**src/rtl/pixel_writer_pkg.sv**
```systemverilog
// Shared types and constants for the edge-detection write-back path.
// State encoding is 3 bits wide so it lines up with the controller's state_o.
package pixel_writer_pkg;

  typedef enum logic [2:0] {
    ST_IDLE = 3'd0,
    ST_RUN  = 3'd1,
    ST_DONE = 3'd2
  } pw_state_e;

  localparam int unsigned DEF_OUT_ROW = 538;
  localparam int unsigned DEF_OUT_COL = 538;
  localparam int unsigned DEF_ADDR_W  = 19;
  localparam int unsigned CNT_W       = 10;
  localparam int unsigned PIX_W       = 8;

endpackage

```
**src/rtl/pixel_writer.sv**
```systemverilog
// Raster-order write-back of the Sobel pixel stream into the result BRAM.
// One pixel per cycle, one cycle write latency, no backpressure; stray pixels set a sticky error.
module pixel_writer
  import pixel_writer_pkg::*;
#(
  parameter int unsigned OUT_ROW   = DEF_OUT_ROW,
  parameter int unsigned OUT_COL   = DEF_OUT_COL,
  parameter int unsigned ADDR_W    = DEF_ADDR_W,
  parameter int unsigned BASE_ADDR = 0
) (
  input  logic              clk,
  input  logic              rst_n,
  input  logic [PIX_W-1:0]  pixel_i,
  input  logic              pixel_en_i,
  input  logic              wb_run_i,
  output logic              wb_done_o,
  output logic              err_o,
  output logic              ena_o,
  output logic              wea_o,
  output logic [ADDR_W-1:0] addr_o,
  output logic [PIX_W-1:0]  d2mem_o,
  output logic [CNT_W-1:0]  cnt_row_o,
  output logic [CNT_W-1:0]  cnt_col_o
);

  pw_state_e         state_q, state_d;
  logic [CNT_W-1:0]  row_q, row_d, col_q, col_d;
  logic [ADDR_W-1:0] addr_q, addr_d, waddr_q;
  logic [PIX_W-1:0]  dat_q;
  logic              wr_q, err_q;
  logic              accept, col_last, frame_last;

  assign accept     = (state_q == ST_RUN) && wb_run_i && pixel_en_i;
  assign col_last   = (col_q == CNT_W'(OUT_COL - 1));
  assign frame_last = accept && col_last && (row_q == CNT_W'(OUT_ROW - 1));

  always_ff @(posedge clk or negedge rst_n) begin
    if (!rst_n) state_q <= ST_IDLE;
    else        state_q <= state_d;
  end

  always_comb begin
    state_d = state_q;
    case (state_q)
      ST_IDLE: if (wb_run_i) state_d = ST_RUN;
      ST_RUN: begin
        if (!wb_run_i)      state_d = ST_IDLE;
        else if (frame_last) state_d = ST_DONE;
      end
      ST_DONE: if (!wb_run_i) state_d = ST_IDLE;
      default: state_d = ST_IDLE;
    endcase
  end

  always_comb begin
    wb_done_o = (state_q == ST_DONE);
  end

  // Counters sit at the frame origin whenever no frame is in progress, so RUN entry needs no load.
  always_comb begin
    row_d  = row_q;
    col_d  = col_q;
    addr_d = addr_q;
    if (state_q != ST_RUN || !wb_run_i || frame_last) begin
      row_d  = '0;
      col_d  = '0;
      addr_d = ADDR_W'(BASE_ADDR);
    end else if (accept) begin
      addr_d = addr_q + ADDR_W'(1);
      if (col_last) begin
        col_d = '0;
        row_d = row_q + CNT_W'(1);
      end else begin
        col_d = col_q + CNT_W'(1);
      end
    end
  end

  always_ff @(posedge clk or negedge rst_n) begin
    if (!rst_n) begin
      row_q   <= '0;
      col_q   <= '0;
      addr_q  <= ADDR_W'(BASE_ADDR);
      wr_q    <= 1'b0;
      waddr_q <= '0;
      dat_q   <= '0;
      err_q   <= 1'b0;
    end else begin
      row_q  <= row_d;
      col_q  <= col_d;
      addr_q <= addr_d;
      wr_q   <= accept;
      if (accept) begin
        waddr_q <= addr_q;
        dat_q   <= pixel_i;
      end
      if (pixel_en_i && state_q != ST_RUN) err_q <= 1'b1;
    end
  end

  assign ena_o     = wr_q;
  assign wea_o     = wr_q;
  assign addr_o    = waddr_q;
  assign d2mem_o   = dat_q;
  assign err_o     = err_q;
  assign cnt_row_o = row_q;
  assign cnt_col_o = col_q;

endmodule

```
**config.mk**
```make
export PLATFORM = sky130hd
export DESIGN_NAME = pixel_writer
export DESIGN_NICKNAME = d
export VERILOG_FILES = /design/src/rtl/pixel_writer_pkg.sv /design/src/rtl/pixel_writer.sv
export SDC_FILE = /design/constraint.sdc
export NUM_CORES = 1
export LEC_CHECK = 0
export ABC_AREA = 1
export CAP_MARGIN = 40
export CORE_ASPECT_RATIO = 1.4
export CORE_UTILIZATION = 47
export DETAILED_ROUTE_END_ITERATION = 16
export GPL_ROUTABILITY_DRIVEN = 0
export PLACE_DENSITY = 0.76
export SETUP_SLACK_MARGIN = 0.4
export SYNTH_ARGS = -nofsm -noshare
export SYNTH_HDL_FRONTEND = slang
export SYNTH_SLANG_ARGS = --single-unit
export TNS_END_PERCENT = 10
```
**constraint.sdc**
```tcl
create_clock -name clk -period 1.5 [get_ports clk]
set_input_delay 0.375 -clock clk [delete_from_list [all_inputs] [get_ports clk]]
set_output_delay 0.375 -clock clk [all_outputs]
set_load 0.01 [all_outputs]
```
* After elaboration in Yosys (flattened, before gate mapping)
Index checks and enable logic that the tools add are counted.
Word-level totals: bits of input ports 12, logic and storage cells 45, register bits after elaboration 71, output and inout port bits 51
Cells by class: reductions and logical operators 13, multiplexer cells 13, eq/ne operators 8, add/sub/neg operators 3
Operators with widths (count):
- 10-bit 2-to-1 mux | 6
- 19-bit 2-to-1 mux | 2
- 10-bit by 1-bit adder with 10-bit output, second input constant | 2
- 10-bit equality test, second input constant | 2
- 19-bit by 1-bit adder with 19-bit output, second input constant | 1
- 3-bit 2-to-1 mux | 4
- 3-bit one-hot mux with 3 select lines | 1
- 1-bit logical AND | 5
- 2-bit != test, second input constant | 2
- 2-bit nonzero test | 2
- 3-bit by 1-bit equality test with 1-bit output, second input constant | 1
- 3-bit by 2-bit equality test with 1-bit output, second input constant | 1
- 3-bit zero test | 1
- 3-bit by 1-bit != test with 1-bit output, second input constant | 1
- 3-bit != test, second input constant | 1
- 3-bit AND reduction | 1
- 1-bit logical OR | 2
- 2-bit AND reduction | 1
- 1-bit zero test | 1

* Logic depth before layout (Yosys ltp)
word-level depth 8, mapped depth 10, depth with buffers taken out 9

* Worst setup path after synthesis
OpenSTA, ideal clock, no wires.
kind register -> register, start register col_q[1], in the netlist cnt_col_o[1], end register row_q[0], in the netlist cnt_row_o[0], buffers on the path 1, data required time 1382 ps, library setup time 118 ps, stages on the path, launching flop included 11, path slack -111 ps, period minus slack after synthesis 1611 ps, arrival 1494 ps, cell sequence dfrtp_1 inv_1 ha_1 nand3_1 nor3_4 nor2_1 nor2_4 inv_2 buf_6 nand2_1 nand2_1
On the way: word-level cells in the longest chain between the ends 6, elaborated cells on any way between the ends 8, classes of those cells 1 x eq/ne; 1 x mux; 6 x reduce/logical
RTL lines:
- start: declaration | RTL line pixel_writer.sv:27 | logic [CNT_W-1:0] row_q, row_d, col_q, col_d;
- start signal: assignment | RTL line pixel_writer.sv:90 | col_q <= col_d;
- 10-bit equality test * | RTL line pixel_writer.sv:34 | assign col_last = (col_q == CNT_W'(OUT_COL - 1));
- 1-bit logical AND (2 in a row) | RTL line pixel_writer.sv:35 | assign frame_last = accept && col_last && (row_q == CNT_W'(OUT_ROW - 1));
- 1-bit logical OR | RTL line pixel_writer.sv:64 | if (state_q != ST_RUN || !wb_run_i || frame_last) begin
- 2-bit nonzero test (no source line)
- 2-bit AND reduction (no source line)
- end signal: assignment | RTL line pixel_writer.sv:89 | row_q <= row_d;
- end: declaration | RTL line pixel_writer.sv:27
Every way passes the cells marked *; elsewhere a longest branch is shown, timed or not. A chain may end at the register's enable or synchronous reset.

* Final worst setup path
start register row_q[0], in the netlist cnt_row_o[0], end register addr_q[3]
On the way: word-level cells in the longest chain between the ends 4, elaborated cells on any way between the ends 5, classes of those cells 1 x eq/ne; 1 x mux; 3 x reduce/logical
RTL lines:
- 10-bit equality test * | RTL line pixel_writer.sv:35
- 1-bit logical AND * | RTL line pixel_writer.sv:35
- 1-bit logical OR * | RTL line pixel_writer.sv:64
- 19-bit 2-to-1 mux or 2-bit nonzero test (tied branches)
- end signal: assignment | RTL line pixel_writer.sv:83 | addr_q <= ADDR_W'(BASE_ADDR);
- end signal: assignment | RTL line pixel_writer.sv:91 | addr_q <= addr_d;
- end: declaration | RTL line pixel_writer.sv:28 | logic [ADDR_W-1:0] addr_q, addr_d, waddr_q;
Marks and branches as above.

==> flow_summary.json <==
{
  "tightest_slew_ns": 0.377,
  "track_usage_pct": 23.8,
  "crit_path_end_kind": "flip-flop",
  "max_freq_mhz": 621,
  "crit_type": "flip-flop to flip-flop",
  "syn_nets": 423,
  "clock_path_buffers": 2,
  "hold_class": "input port to asynchronous set/reset pin",
  "fillCellCount": 513,
  "critPathLaunchType": "flip-flop",
  "place_ws_ns": -0.417,
  "gr-total-overflow": 0,
  "final.period_utilization_pct": 107,
  "rsz0062_at_grt": "true",
  "setup_slack_ns": -0.110,
  "tritoncts": "yes",
  "nets": 551,
  "power_density_nw_per_um2": 845,
  "cts_buffers": 9,
  "clk_pin_slew_ns": 0.08,
  "hold_viol": 0,
  "antenna_found_initial": 0,
  "max-cap-violations": 0,
  "ys_seq_area_share_pct": 51.3,
  "synth_area_sq_um": 3410,
  "drive_gt1_share_pct": 37.1,
  "ctsRootBufferMaster": "clkbuf_8",
  "postLayoutCoreUtil_pct": 72.1,
  "antenna_cells": 0,
  "hold_buffers": 0,
  "peakVddDrop_mv": 0.488,
  "drt.antenna.violating_nets": 0,
  "drt-pass1-iter-count": 5,
  "dp_hpwl_mm": 5.34,
  "grt_pass1_vias": 3039,
  "vias_per_cell": 5.10,
  "port_buffers": 62,
  "synthToLayoutAreaGrowth_pct": 47.5,
  "core_region_area_sq_um": 6980,
  "drt-wirelength-per-cell_um": 14.6,
  "grt_pass1_wl_mm": 13.6,
  "die_area_sq_um": 7610,
  "syn_area_per_cell_sq_um": 8.41,
  "violations": "setup timing",
  "skew_ns": 0.00968,
  "synth_cell_types": 32,
  "start_util_pct": 48.9,
  "h-tree-depth": 3,
  "vias": 3234,
  "fin_crit_ns": 1.61,
  "worstPathArrival_ns": 1.88,
  "synth-seq-cells": 70,
  "cts_sinks": 70,
  "pin_count": 63,
  "grt_max_degree": 71,
  "cp_max_fo": 6,
  "die_x_um": 74.0,
  "drt_iter0_drc": 251,
  "drt-total-wl_mm": 9.28,
  "fp.dieH_um": 103,
  "ys_warn_count": 0,
  "cp.required_ns": 1.77,
  "status": "finished, violations left",
  "netlist_instances": 406,
  "drc": 0,
  "finalSetupViolCount": 30,
  "row_count": 36,
  "clkLatencyLatePin_ns": 0.35,
  "slew_viol_final": 0,
  "p_leak_uw": 0.00238,
  "relSlewSlack_pct": 74.9
}
## final timing paths
check,start,end,cells past startpoint,slack (ns)
max in group asynchronous,rst_n,cnt_row_o[2],2,1.16
setup / recovery,cnt_row_o[0],addr_q[3],10,-0.11
hold reg to reg,addr_o[8],addr_o[8],2,0.47
setup reg to reg,cnt_row_o[0],addr_q[3],10,-0.11
min in group clk,wb_run_i,state_q[1],2,0.46
hold / removal,rst_n,addr_o[13],2,0.03
## flip-flops by register name (all words and copies together) (netlist names)
register   cells
addr_q        19
state_q        2
cnt_col_o     10
err_o          1
addr_o        19
d2mem_o        8
ena_o          1
cnt_row_o     10
## cell families (layout without fill, tap and decap cells)
group / count (synthesis) / in the layout / synth area share, %
flops: 70 / 70 / 51.3
simple gates: 238 / 238 / 31.7
buf+inv: 47 / 180 / 6.38
xor+xnor: 17 / 17 / 4.36
compound gates: 29 / 29 / 4.47
fa+ha+maj: 5 / 5 / 1.83
## timing repair
action | in CTS | in global routing
hold endpoints to repair | 0 | 0
endpoints found under the setup margin | 120 | 120
buffers inserted | 9 | 11
cloned | 0 | 1
resized for setup | 169 | 132
pin swaps | 3 | 19
## through the flow
step                hold slack [ns]  TNS (ns)  power [uW]  std cells  area, sq um
floorplan                    0.0794    -0.382        2150        406         3420
global placement              0.427    -19.56        2390        597         4480
detailed placement            0.426    -23.33        2400        597         4480
finish                       0.0251     -1.72        4260        634         5040
CTS                          0.0363    -0.322        4230        622         4780
global route                 0.0628     -4.77        4390        634         5040
## worst max-delay path, stage by stage, from the launching register on
cell and delay [ns]:
dfrtp_1 0.42, buf_6 0.13, ha_4 0.15, nand4_1 0.10, nor2_2 0.06, nand2_2 0.07, nor2_4 0.04, nor2_4 0.18
buf_12 0.16, clkinv_8 0.07, nor3_2 0.13
## metal layers
layer	GRT usage [%]	wire length, um
met1	27.3	3640
met2	42.7	5080
met3	5.57	360
met4	8.14	190
met5	0	0
## power by group
| part | leakage, uW | switching (uW) | internal, uW |
|---|---|---|---|
| logic | 0.00131 | 237 | 198 |
| clock network | 0.000118 | 743 | 1110 |
| registers | 0.000951 | 30.3 | 1930 |
## Yosys cell counts
cell	count	area, sq um
nand3b_1	9	67.6
o31ai_1	1	7.51
nand2_1	131	492
inv_2	4	15.0
xnor2_1	1	8.76
or2_2	1	6.26
nor3b_1	2	15.0
nor3_2	1	10.0
nand4_1	4	25.0
nand2_2	2	12.5
nor4_1	1	6.26
nor2_4	6	67.6
nor3_1	9	45.0
nor3b_2	1	12.5
nor3_4	1	16.3
o21a_1	1	7.51
o21ai_1	1	5.00
inv_1	31	116
ha_1	5	62.6
o21ai_0	14	70.1
o21bai_1	1	7.51
xor2_1	16	140
a21oi_1	11	55.1
nand3_1	22	110
buf_6	4	45.0
clkbuf_1	3	11.3
dfrtp_1	70	1750
nand4_2	1	12.5
buf_4	2	15.0
nand3_2	1	10.0
buf_2	3	15.0
nor2_1	46	173
## final cells by class
type	instances	area [sq um]	share of cell area, %
Inverter	35	146	2.91
Timing Repair Buffer	128	1080	21.4
Multi-Input combinational cell	289	1680	33.4
Timing Repair inverter	1	16.3	0.323
Clock inverter	5	108	2.14
Tap cell	95	119	2.36
Sequential cell	70	1760	34.9
Clock buffer	11	131	2.61
## cells in the final DEF (no fill, tap or decap), types with 3 or more instances in the layout
cell / netlist / final
a21oi_1: 11 / 9
buf_12: 0 / 7
buf_2: 3 / 38
buf_4: 2 / 46
buf_6: 4 / 26
bufinv_16: 0 / 3
clkbuf_8: 0 / 9
clkdlybuf4s50_1: 0 / 9
dfrtp_1: 70 / 67
dfrtp_2: 0 / 3
inv_1: 31 / 26
inv_2: 4 / 7
nand2_1: 131 / 125
nand2_2: 2 / 7
nand3_1: 22 / 17
nand3_2: 1 / 4
nand3b_1: 9 / 9
nand4_1: 4 / 4
nor2_1: 46 / 28
nor2_2: 0 / 13
nor2_4: 6 / 11
nor3_1: 9 / 6
nor3_2: 1 / 3
nor3b_2: 1 / 3
o21ai_0: 14 / 13
xor2_1: 16 / 15
Note: power is estimated with default switching activity, not from simulation.
